--- src/rtl/lock_pkg.sv ---
// Shared state/direction types and default timing for the lock_sequencer airlock.
// The wait-state watchdog default is only consumed when LOCK_TIMEOUT_EN is defined.
package lock_pkg;
  localparam int CNT_W           = 16;
  localparam int FILL_CYC_DEF    = 8;
  localparam int DOOR_CYC_DEF    = 4;
  localparam int TIMEOUT_CYC_DEF = 64;

  typedef enum logic [3:0] {
    IDLE      = 4'd0,
    FILL      = 4'd1,
    OPEN_OUT  = 4'd2,
    WAIT_OUT  = 4'd3,
    CLOSE_OUT = 4'd4,
    DRAIN     = 4'd5,
    OPEN_IN   = 4'd6,
    WAIT_IN   = 4'd7,
    CLOSE_IN  = 4'd8
  } lock_state_t;

  typedef enum logic {
    ARR = 1'b0,
    DEP = 1'b1
  } lock_dir_t;

  function automatic logic is_timed(input lock_state_t s);
    return (s == FILL) || (s == DRAIN) || (s == OPEN_OUT) || (s == CLOSE_OUT) ||
           (s == OPEN_IN) || (s == CLOSE_IN);
  endfunction
endpackage

--- src/rtl/lock_sequencer_if.sv ---
// Request/grant handshake and chamber command bundle of the lock sequencer.
// The sequencer takes the slave side; the chamber environment drives the master side.
interface lock_sequencer_if;
  logic arrive_req;
  logic depart_req;
  logic sub_present;
  logic fill;
  logic empty;
  logic outer_open;
  logic inner_open;
  logic grant_arr;
  logic grant_dep;
  logic busy;
  logic flooded;
  logic aborted;

  modport slave (
    input  arrive_req, depart_req, sub_present,
    output fill, empty, outer_open, inner_open, grant_arr, grant_dep, busy, flooded, aborted
  );

  modport master (
    output arrive_req, depart_req, sub_present,
    input  fill, empty, outer_open, inner_open, grant_arr, grant_dep, busy, flooded, aborted
  );
endinterface

--- src/rtl/lock_timer.sv ---
// Shared down-counter for the timed lock states: loaded on state entry, done at zero.
module lock_timer
  import lock_pkg::*;
(
  input  logic             clk,
  input  logic             rst,
  input  logic             load,
  input  logic [CNT_W-1:0] value,
  output logic             done
);
  logic [CNT_W-1:0] cnt_q, cnt_d;

  // Load on request, otherwise count down and park at zero.
  always_comb begin
    cnt_d = cnt_q;
    if (load) begin
      cnt_d = value;
    end else if (cnt_q != {CNT_W{1'b0}}) begin
      cnt_d = cnt_q - CNT_W'(1);
    end else begin
      cnt_d = cnt_q;
    end
  end

  // Counter register.
  always_ff @(posedge clk or negedge rst) begin
    if (!rst) begin
      cnt_q <= {CNT_W{1'b0}};
    end else begin
      cnt_q <= cnt_d;
    end
  end

  assign done = (cnt_q == {CNT_W{1'b0}});
endmodule

--- src/rtl/lock_sequencer.sv ---
// Airlock sequencer: arbitrates arrival/departure requests and steps the chamber through fill,
// door and drain phases. Optional wait-state watchdog enabled by defining LOCK_TIMEOUT_EN.
module lock_sequencer
  import lock_pkg::*;
#(
  parameter int FILL_CYC = FILL_CYC_DEF,
  parameter int DOOR_CYC = DOOR_CYC_DEF
`ifdef LOCK_TIMEOUT_EN
  ,
  parameter int TIMEOUT_CYC = TIMEOUT_CYC_DEF
`endif
) (
  input logic             clk,
  input logic             rst,
  lock_sequencer_if.slave bus
);
  lock_state_t      state_q, state_d;
  lock_dir_t        dir_q, dir_d, last_dir_q, last_dir_d;
  logic             pend_arr_q, pend_arr_d, pend_dep_q, pend_dep_d;
  logic             flooded_q, flooded_d;
  logic             grant_arr_s, grant_dep_s, abort_s, wait_to_s;
  logic             out_exit_s, in_exit_s;
  logic             tmr_load_s, tmr_done_s;
  logic [CNT_W-1:0] tmr_value_s;

`ifdef LOCK_TIMEOUT_EN
  logic [CNT_W-1:0] wait_cnt_q, wait_cnt_d;

  // Cycles spent in the current wait state; restarts on every wait entry.
  always_comb begin
    if ((state_d == WAIT_OUT || state_d == WAIT_IN) && (state_d == state_q)) begin
      wait_cnt_d = wait_cnt_q + CNT_W'(1);
    end else begin
      wait_cnt_d = {CNT_W{1'b0}};
    end
  end

  // Watchdog counter register.
  always_ff @(posedge clk or negedge rst) begin
    if (!rst) begin
      wait_cnt_q <= {CNT_W{1'b0}};
    end else begin
      wait_cnt_q <= wait_cnt_d;
    end
  end

  assign wait_to_s = (wait_cnt_q == CNT_W'(TIMEOUT_CYC - 1));
`else
  assign wait_to_s = 1'b0;
`endif

  // Next-state, arbitration and grant decode.
  always_comb begin
    state_d     = state_q;
    dir_d       = dir_q;
    last_dir_d  = last_dir_q;
    flooded_d   = flooded_q;
    grant_arr_s = 1'b0;
    grant_dep_s = 1'b0;
    abort_s     = 1'b0;
    out_exit_s  = (bus.sub_present == (dir_q == ARR));
    in_exit_s   = (bus.sub_present == (dir_q == DEP));
    case (state_q)
      IDLE: begin
        if (pend_arr_q && (!pend_dep_q || last_dir_q == DEP)) begin
          grant_arr_s = 1'b1;
          dir_d       = ARR;
          last_dir_d  = ARR;
          state_d     = FILL;
        end else if (pend_dep_q) begin
          grant_dep_s = 1'b1;
          dir_d       = DEP;
          last_dir_d  = DEP;
          state_d     = OPEN_IN;
        end else begin
          state_d = IDLE;
        end
      end
      FILL: begin
        if (tmr_done_s) begin
          state_d   = OPEN_OUT;
          flooded_d = 1'b1;
        end else begin
          state_d = FILL;
        end
      end
      OPEN_OUT:  state_d = tmr_done_s ? WAIT_OUT : OPEN_OUT;
      // An abort rewrites dir so the normal paths lead straight back to a dry IDLE.
      WAIT_OUT: begin
        if (out_exit_s) begin
          state_d = CLOSE_OUT;
        end else if (wait_to_s) begin
          state_d = CLOSE_OUT;
          dir_d   = DEP;
          abort_s = 1'b1;
        end else begin
          state_d = WAIT_OUT;
        end
      end
      CLOSE_OUT: state_d = tmr_done_s ? DRAIN : CLOSE_OUT;
      DRAIN: begin
        if (tmr_done_s) begin
          flooded_d = 1'b0;
          state_d   = (dir_q == ARR) ? OPEN_IN : IDLE;
        end else begin
          state_d = DRAIN;
        end
      end
      OPEN_IN:   state_d = tmr_done_s ? WAIT_IN : OPEN_IN;
      WAIT_IN: begin
        if (in_exit_s) begin
          state_d = CLOSE_IN;
        end else if (wait_to_s) begin
          state_d = CLOSE_IN;
          dir_d   = ARR;
          abort_s = 1'b1;
        end else begin
          state_d = WAIT_IN;
        end
      end
      CLOSE_IN: begin
        if (tmr_done_s) begin
          state_d = (dir_q == ARR) ? IDLE : FILL;
        end else begin
          state_d = CLOSE_IN;
        end
      end
      default: state_d = IDLE;
    endcase
    pend_arr_d = (pend_arr_q | bus.arrive_req) & ~grant_arr_s;
    pend_dep_d = (pend_dep_q | bus.depart_req) & ~grant_dep_s;
  end

  // Reload the shared timer whenever a timed state is entered.
  always_comb begin
    tmr_load_s = (state_d != state_q) && is_timed(state_d);
    if (state_d == FILL || state_d == DRAIN) begin
      tmr_value_s = CNT_W'(FILL_CYC - 1);
    end else begin
      tmr_value_s = CNT_W'(DOOR_CYC - 1);
    end
  end

  lock_timer u_timer (
    .clk   (clk),
    .rst   (rst),
    .load  (tmr_load_s),
    .value (tmr_value_s),
    .done  (tmr_done_s)
  );

  // FSM, direction, pending and chamber-level registers.
  always_ff @(posedge clk or negedge rst) begin
    if (!rst) begin
      state_q    <= IDLE;
      dir_q      <= DEP;
      last_dir_q <= DEP;
      pend_arr_q <= 1'b0;
      pend_dep_q <= 1'b0;
      flooded_q  <= 1'b0;
    end else begin
      state_q    <= state_d;
      dir_q      <= dir_d;
      last_dir_q <= last_dir_d;
      pend_arr_q <= pend_arr_d;
      pend_dep_q <= pend_dep_d;
      flooded_q  <= flooded_d;
    end
  end

  // Commands decode from the state register so reset closes doors and stops pumps at once.
  assign bus.fill       = (state_q == FILL);
  assign bus.empty      = (state_q == DRAIN);
  assign bus.outer_open = (state_q == OPEN_OUT) || (state_q == WAIT_OUT);
  assign bus.inner_open = (state_q == OPEN_IN) || (state_q == WAIT_IN);
  assign bus.grant_arr  = grant_arr_s;
  assign bus.grant_dep  = grant_dep_s;
  assign bus.busy       = (state_q != IDLE);
  assign bus.flooded    = flooded_q;
  // Without the watchdog abort_s is constant zero, so aborted is tied low.
  assign bus.aborted    = abort_s;
endmodule

--- src/flat_wrapper.sv ---
// flat-port wrapper written by rule: the top's interface ports become plain ports
module lock_sequencer_flat import lock_pkg::*;
#(
  parameter int FILL_CYC = FILL_CYC_DEF,
  parameter int DOOR_CYC = DOOR_CYC_DEF

)
  (clk, rst, bus_arrive_req, bus_depart_req, bus_sub_present, bus_fill, bus_empty, bus_outer_open, bus_inner_open, bus_grant_arr, bus_grant_dep, bus_busy, bus_flooded, bus_aborted);
  lock_sequencer_if bus_i ();
  input logic clk;
  input logic rst;
  input wire logic [$bits(bus_i.arrive_req)-1:0] bus_arrive_req;
  input wire logic [$bits(bus_i.depart_req)-1:0] bus_depart_req;
  input wire logic [$bits(bus_i.sub_present)-1:0] bus_sub_present;
  output wire logic [$bits(bus_i.fill)-1:0] bus_fill;
  output wire logic [$bits(bus_i.empty)-1:0] bus_empty;
  output wire logic [$bits(bus_i.outer_open)-1:0] bus_outer_open;
  output wire logic [$bits(bus_i.inner_open)-1:0] bus_inner_open;
  output wire logic [$bits(bus_i.grant_arr)-1:0] bus_grant_arr;
  output wire logic [$bits(bus_i.grant_dep)-1:0] bus_grant_dep;
  output wire logic [$bits(bus_i.busy)-1:0] bus_busy;
  output wire logic [$bits(bus_i.flooded)-1:0] bus_flooded;
  output wire logic [$bits(bus_i.aborted)-1:0] bus_aborted;
  assign bus_i.arrive_req = bus_arrive_req;
  assign bus_i.depart_req = bus_depart_req;
  assign bus_i.sub_present = bus_sub_present;
  assign bus_fill = bus_i.fill;
  assign bus_empty = bus_i.empty;
  assign bus_outer_open = bus_i.outer_open;
  assign bus_inner_open = bus_i.inner_open;
  assign bus_grant_arr = bus_i.grant_arr;
  assign bus_grant_dep = bus_i.grant_dep;
  assign bus_busy = bus_i.busy;
  assign bus_flooded = bus_i.flooded;
  assign bus_aborted = bus_i.aborted;
  lock_sequencer #(.FILL_CYC(FILL_CYC), .DOOR_CYC(DOOR_CYC)) u_core (.clk(clk), .rst(rst), .bus(bus_i));
endmodule
--- config.mk ---
export PLATFORM = sky130hd
export DESIGN_NAME = lock_sequencer_flat
export DESIGN_NICKNAME = d
export VERILOG_FILES = /design/src/rtl/lock_pkg.sv /design/src/rtl/lock_sequencer_if.sv /design/src/rtl/lock_timer.sv /design/src/rtl/lock_sequencer.sv /design/src/flat_wrapper.sv
export SDC_FILE = /design/constraint.sdc
export NUM_CORES = 1
export LEC_CHECK = 0
export ABC_AREA = 1
export ABC_CLOCK_PERIOD_IN_PS = 2300
export CAP_MARGIN = 15
export CORE_AREA = 2 2 54 56
export DETAILED_ROUTE_END_ITERATION = 6
export DIE_AREA = 0 0 56 58
export DONT_BUFFER_PORTS = 1
export GPL_ROUTABILITY_DRIVEN = 0
export GPL_TIMING_DRIVEN = 0
export PLACE_DENSITY = 0.76
export SETUP_SLACK_MARGIN = 0.2
export SLEW_MARGIN = 10
export SYNTH_ARGS = -nofsm -noshare
export SYNTH_HDL_FRONTEND = slang
export SYNTH_SLANG_ARGS = --single-unit
export TNS_END_PERCENT = 50
--- constraint.sdc ---
create_clock -name clk -period 2.3 [get_ports clk]
set_input_delay 0.23 -clock clk [delete_from_list [all_inputs] [get_ports clk]]
set_output_delay 0.23 -clock clk [all_outputs]
set_load 0.02 [all_outputs]
After elaboration in Yosys (flattened, before gate mapping)
Cells that the tools add are included.

word-level totals
  logic and storage cells = 79
  input port bits = 5
  bits in registers = 24

operators by class
  equality and inequality tests = 19
  reductions and logical operators = 20
  add/sub/neg operators = 1
  muxes and demuxes = 26
  bitwise gates (word level) = 7

operators with widths
  cell                                                number
  case mux 4 bit (9 select lines)                     1
  2-to-1 mux 16 bit                                   2
  == test 4 x 3 -> 1 bit, second input constant       7
  zero test 16 bit                                    1
  2-to-1 mux 4 bit                                    4
  nonzero test 16 bit                                 1
  subtractor 16 x 1 -> 16 bit, second input constant  1
  2-to-1 mux 1 bit                                    13
  == test 4 x 2 -> 1 bit, second input constant       3
  2-to-1 mux 3 bit                                    4
  == test 4 x 1 -> 1 bit, second input constant       2
  == test 4 bit, second input constant                2
  logical OR 1 bit                                    8
  nonzero test 2 bit                                  3
  zero test 4 bit                                     1
  != test 2 x 1 -> 1 bit, second input constant       2
  != test 4 bit                                       1
  nonzero test 4 bit                                  1
  inverter 1 bit                                      3
  AND reduction 3 bit                                 1
  bitwise AND 1 bit                                   2
  == test 1 bit                                       2
  logical AND 1 bit                                   2
  2-to-1 mux 2 bit                                    1
  other kinds (4)                                     5

Longest topological paths before layout
  depth after elaboration = 13
  depth in mapped cells = 16

Hierarchy
Synthesis repeated with hierarchy kept, for this count alone.

second synthesis, totals
  cells, all modules = 276
  area total of the unflattened synthesis = 1864.3 µm²

by module, submodules not included
  module          cells each  area each (µm²)  times used
  lock_timer      167         1184.9           1
  lock_sequencer  109         679.4            1

Worst setup path after synthesis
OpenSTA, ideal clock, no wires.

  path kind = flip-flop to flip-flop
  start = register u_core.state_q[3]
  end = register u_core.u_timer.cnt_q[4]
  required time = 2.178 ns
  buffers on the path = 1
  data arrival time = 1.824 ns
  period minus slack after synthesis = 1.946 ns
  setup time = 0.122 ns
  stages on the path, launching flop included = 12
  path slack = 0.354 ns
  cell sequence = dfrtp_1 > nor2_2 > nand2_2 > nor2_1 > nor2_1 > nand3_1 > nor2_1 > nand3_1 > nand2_2 > a21oi_4 > buf_6 > nor2_2

between the ends
  word-level cells in the longest chain between the ends = 10

ends and longest elaborated chain
  item                                                                     RTL line               text
  start: declaration                                                       lock_sequencer.sv:17   lock_state_t state_q, state_d;
  start signal: assignment                                                 lock_sequencer.sv:162  state_q <= state_d;
  == test 4 bit, or another cell as far along                              lock_sequencer.sv:63   case (state_q)
  case mux 4 bit (9 select lines)                                          lock_sequencer.sv:63
  == test 4 x 1 -> 1 bit / == test 4 x 3 -> 1 bit (equally long branches)  lock_pkg.sv:27         return (s == FILL) || (s == DRAIN) || (s == OPEN_OUT) || (s == CLOSE_OUT) ||
  logical OR 1 bit (4 in series)                                           lock_pkg.sv:27
  logical OR 1 bit                                                         lock_pkg.sv:28         (s == OPEN_IN) || (s == CLOSE_IN);
  logical AND 1 bit (*)                                                    lock_sequencer.sv:136  tmr_load_s = (state_d != state_q) && is_timed(state_d);
  2-to-1 mux 16 bit / nonzero test 2 bit (equally long branches)           -
  end signal: assignment                                                   lock_timer.sv:28       cnt_q <= {CNT_W{1'b0}};
  end signal: assignment                                                   lock_timer.sv:30       cnt_q <= cnt_d;
  end: declaration                                                         lock_timer.sv:11       logic [CNT_W-1:0] cnt_q, cnt_d;

Every way passes the cells marked *; elsewhere a longest branch is shown, timed or not.
A chain may end at the register's enable or synchronous reset.

Final worst setup path
  start = register u_core.state_q[1]
  end = register u_core.u_timer.cnt_q[4]

between the ends
  word-level cells in the longest chain between the ends = 10

ends and longest elaborated chain
  item                                                                     RTL line
  == test 4 bit, or another cell as far along                              lock_sequencer.sv:63
  case mux 4 bit (9 select lines) (*)                                      lock_sequencer.sv:63
  named net u_core.state_d[1]                                              lock_sequencer.sv:17
  == test 4 x 1 -> 1 bit / == test 4 x 3 -> 1 bit (equally long branches)  lock_pkg.sv:27
  logical OR 1 bit (4 in series)                                           lock_pkg.sv:27
  logical OR 1 bit                                                         lock_pkg.sv:28
  logical AND 1 bit (*)                                                    lock_sequencer.sv:136
  2-to-1 mux 16 bit / nonzero test 2 bit (equally long branches)           -

The timed path passes the listed nets; every way through them passes the cells marked *.

==> impl_metrics.ini <==
[worst_setup_path]
critPathMaxStageDelay_ns = 0.45
r2r-start = u_core.state_q[1]
reg2reg_depth = 11
startpoint_type = flop
cp_data_arrival_time_ns = 2.25
worstSetupEndpointType = flop
worstPathCellList = nor2_4 > nand2_4 > nor3_4 > nor2_2 > nand2_2 > nor2_1 > nand3_1 > nand2_2 > a21oi_4 > buf_8 > nor2_2
path_class = reg -> reg
regToRegSetupSlack_ns = 0.27
rr_endpoint = u_core.u_timer.cnt_q[4]
cp_max_fo = 10
crit_slowest_cell = dfrtp_2
required_ns = 2.52

[timing]
rsz0062_at_grt = true
hold_viol = 0
slew_violations = 0
clock.fmax_mhz = 492.5
maxSlewHeadroom = 0.2998
worst_slew_pin_slew_ns = 1.047
tns_ns = 0
fin_crit_sh = 0.8828
setup_viol = 0
period_minus_slack_ns = 2.030
finClkSkew_ns = 0.007209

[floorplan]
num_io_pins = 14
dieArea_um2 = 3248
die_h_um = 58
start_util = 0.6034
core_um2 = 2663
rows = 19
die_w_um = 56

[finish]
antenna_cells = 0
area_growth_pct = 10.12
final_nets = 239
drive_above_1_share = 0.2586

[min_path]
min_to = u_core.pend_arr_q
hp-class = in -> reg
hold_depth = 2
min_from = bus_arrive_req

[global_route]
overflow = 0
grt_start_max_net_pins = 25
antenna_found_initial = 0
grt_pass1_vias = 1358
grtUsageTotal = 0.2150
grt_pass1_wl_um = 5595

[synthesis]
ys_types = 30
yosys.area.top_type = dfrtp_1
yosysTopAreaCellShare = 0.3583
synth_seq_area_share = 0.3746
syn_nets = 229
avgSynthCellArea_um2 = 7.204
synth_area_um2 = 1607
ys.warnings.count = 0
synth_area_leaders = dfrtp_1 (36%), nand2_1 (10%), nor2_1 (8.9%)
synth_cells = 223
ys_seq_elements = 24

[routing]
dr.pass1.iters = 4
drtAntennaViolNets = 0
drc = 0
drt_wl_total_um = 3204
wl_per_cell_um = 12.18
vias = 1436
drt_iter0_markers = 48
viasPerCell = 5.460

[clocking]
clk_pin_slew_ns = 0.14
clk_latency_ns = 0.31
cts_root_buf = clkbuf_4
htree_levels = 1
numCtsBuffers = 3
clock-sinks = 24
cts_tree = yes
ctsLongestPathBuffers = 2

[job]
maxCapViolations = 0

[place]
portBuffers = 0
place_hpwl_um = 2424

[run_status]
outcome = complete, no violations
## layout by cell type, fill, tap and decap left out, types with 2 or more instances in the layout
master    Yosys  final
inv_2         2      3
inv_1        27     26
nor2_4        1      4
nor3_1        4      4
nand3_1      21     21
nor2_2       17     19
nand2_1      44     42
buf_4         1      5
nand2_4       1      2
dfrtp_1      23     20
dfrtp_2       0      3
nor2_1       38     33
nand2_2      10     11
clkbuf_4      0      3
xor2_1        9      9
o21ai_0       7      7
a21oi_1       3      3
## state kept, by name, summed over array words and instances (netlist names)
signal,flops
u_core.bus.flooded,1
u_core.u_timer.cnt_q,16
u_core.pend_dep_q,1
u_core.dir_q,1
u_core.pend_arr_q,1
u_core.state_q,4
## cells in the mapped netlist
| master | instances |
|---|---|
| xor2_1 | 9 |
| o211ai_1 | 1 |
| nor4_1 | 1 |
| nand2_4 | 1 |
| conb_1 | 1 |
| buf_4 | 1 |
| nor3_4 | 1 |
| a21oi_4 | 1 |
| clkinv_4 | 1 |
| inv_2 | 2 |
| dfrtp_1 | 23 |
| nor2_1 | 38 |
| o21ai_2 | 1 |
| o311ai_0 | 1 |
| ha_1 | 1 |
| o21ai_0 | 7 |
| buf_6 | 1 |
| a22oi_1 | 1 |
| a21boi_2 | 1 |
| inv_1 | 27 |
| nand2_1 | 44 |
| nand3_1 | 21 |
| nor2_4 | 1 |
| nor2_2 | 17 |
| nor3_1 | 4 |
| a21oi_1 | 3 |
| dfstp_2 | 1 |
| nand4_1 | 1 |
| nand2_2 | 10 |
| nand3_2 | 1 |
## cell families (layout without fill, tap and decap cells)
| logic type | Yosys count | count (layout) | share of synthesized area |
|---|---|---|---|
| buf+inv | 32 | 41 | 0.08490 |
| simple gates | 140 | 140 | 0.4128 |
| fa+ha+maj | 1 | 1 | 0.007787 |
| xor+xnor | 9 | 9 | 0.04907 |
| flops | 24 | 24 | 0.3746 |
| other cells | 1 | 1 | 0.002334 |
| compound gates | 16 | 16 | 0.06854 |
## critical path, delay by kind of cell (launching register included)
family | cells | cell delay [ns]
AND/OR/NAND/NOR | 9 | 1.12
flip-flops | 1 | 0.45
buffers and inverters | 1 | 0.18
AO/OA/AOI/OAI | 1 | 0.17
## worst max-delay path by stage
stage                 startpoint                  endpoint
6_report       u_core.state_q[1]   u_core.u_timer.cnt_q[4]
5_1_grt        u_core.state_q[3]   u_core.u_timer.cnt_q[4]
4_1_cts        u_core.state_q[3]   u_core.u_timer.cnt_q[4]
3_5_place_dp   u_core.state_q[3]  u_core.u_timer.cnt_q[14]
3_3_place_gp   u_core.state_q[3]  u_core.u_timer.cnt_q[10]
2_1_floorplan  u_core.state_q[3]   u_core.u_timer.cnt_q[4]
## layout make-up
class	count	area, µm²
buffer	2	22.52
clock buffer	4	36.28
fill	226	893.4
inverter	30	117.6
multi-input combinational	167	908.4
sequential	24	605.6
tap	31	38.79
timing repair buffer	5	40.04
## routing by layer
| layer | global-route usage | vias to the layer above | wire length (µm) |
|---|---|---|---|
| met5 | 0 | - | 0 |
| met4 | 0.08503 | 0 | 26 |
| met3 | 0.03348 | 4 | 118 |
| met2 | 0.3664 | 34 | 1553 |
| met1 | 0.2764 | 678 | 1506 |
| li1 | - | 720 | - |
## repair_timing
action,in CTS,in global routing
endpoints found under the hold margin,24,0
resized for setup,6,11
buffers inserted,0,4
pin swaps,1,1
setup endpoints to repair,12,15
hold buffers,1,0
## metrics by stage
stage          worst slack, ns  cells  utilization  cell area, µm²  hold WS (ns)
3_5_place_dp           0.08895    254       0.6180            1645      -0.06511
6_report                0.2695    263       0.6645            1769       0.05307
3_3_place_gp            0.1230    254       0.6180            1645      -0.06514
2_1_floorplan           0.3540    223            -            1607      -0.06559
4_1_cts                 0.2025    259       0.6433            1713       0.04560
5_1_grt                 0.1385    263       0.6645            1769       0.04832
Power is left out: the tool's default activity adds up to more than one toggle a clock period on the data nets, which glitch-free logic cannot reach.
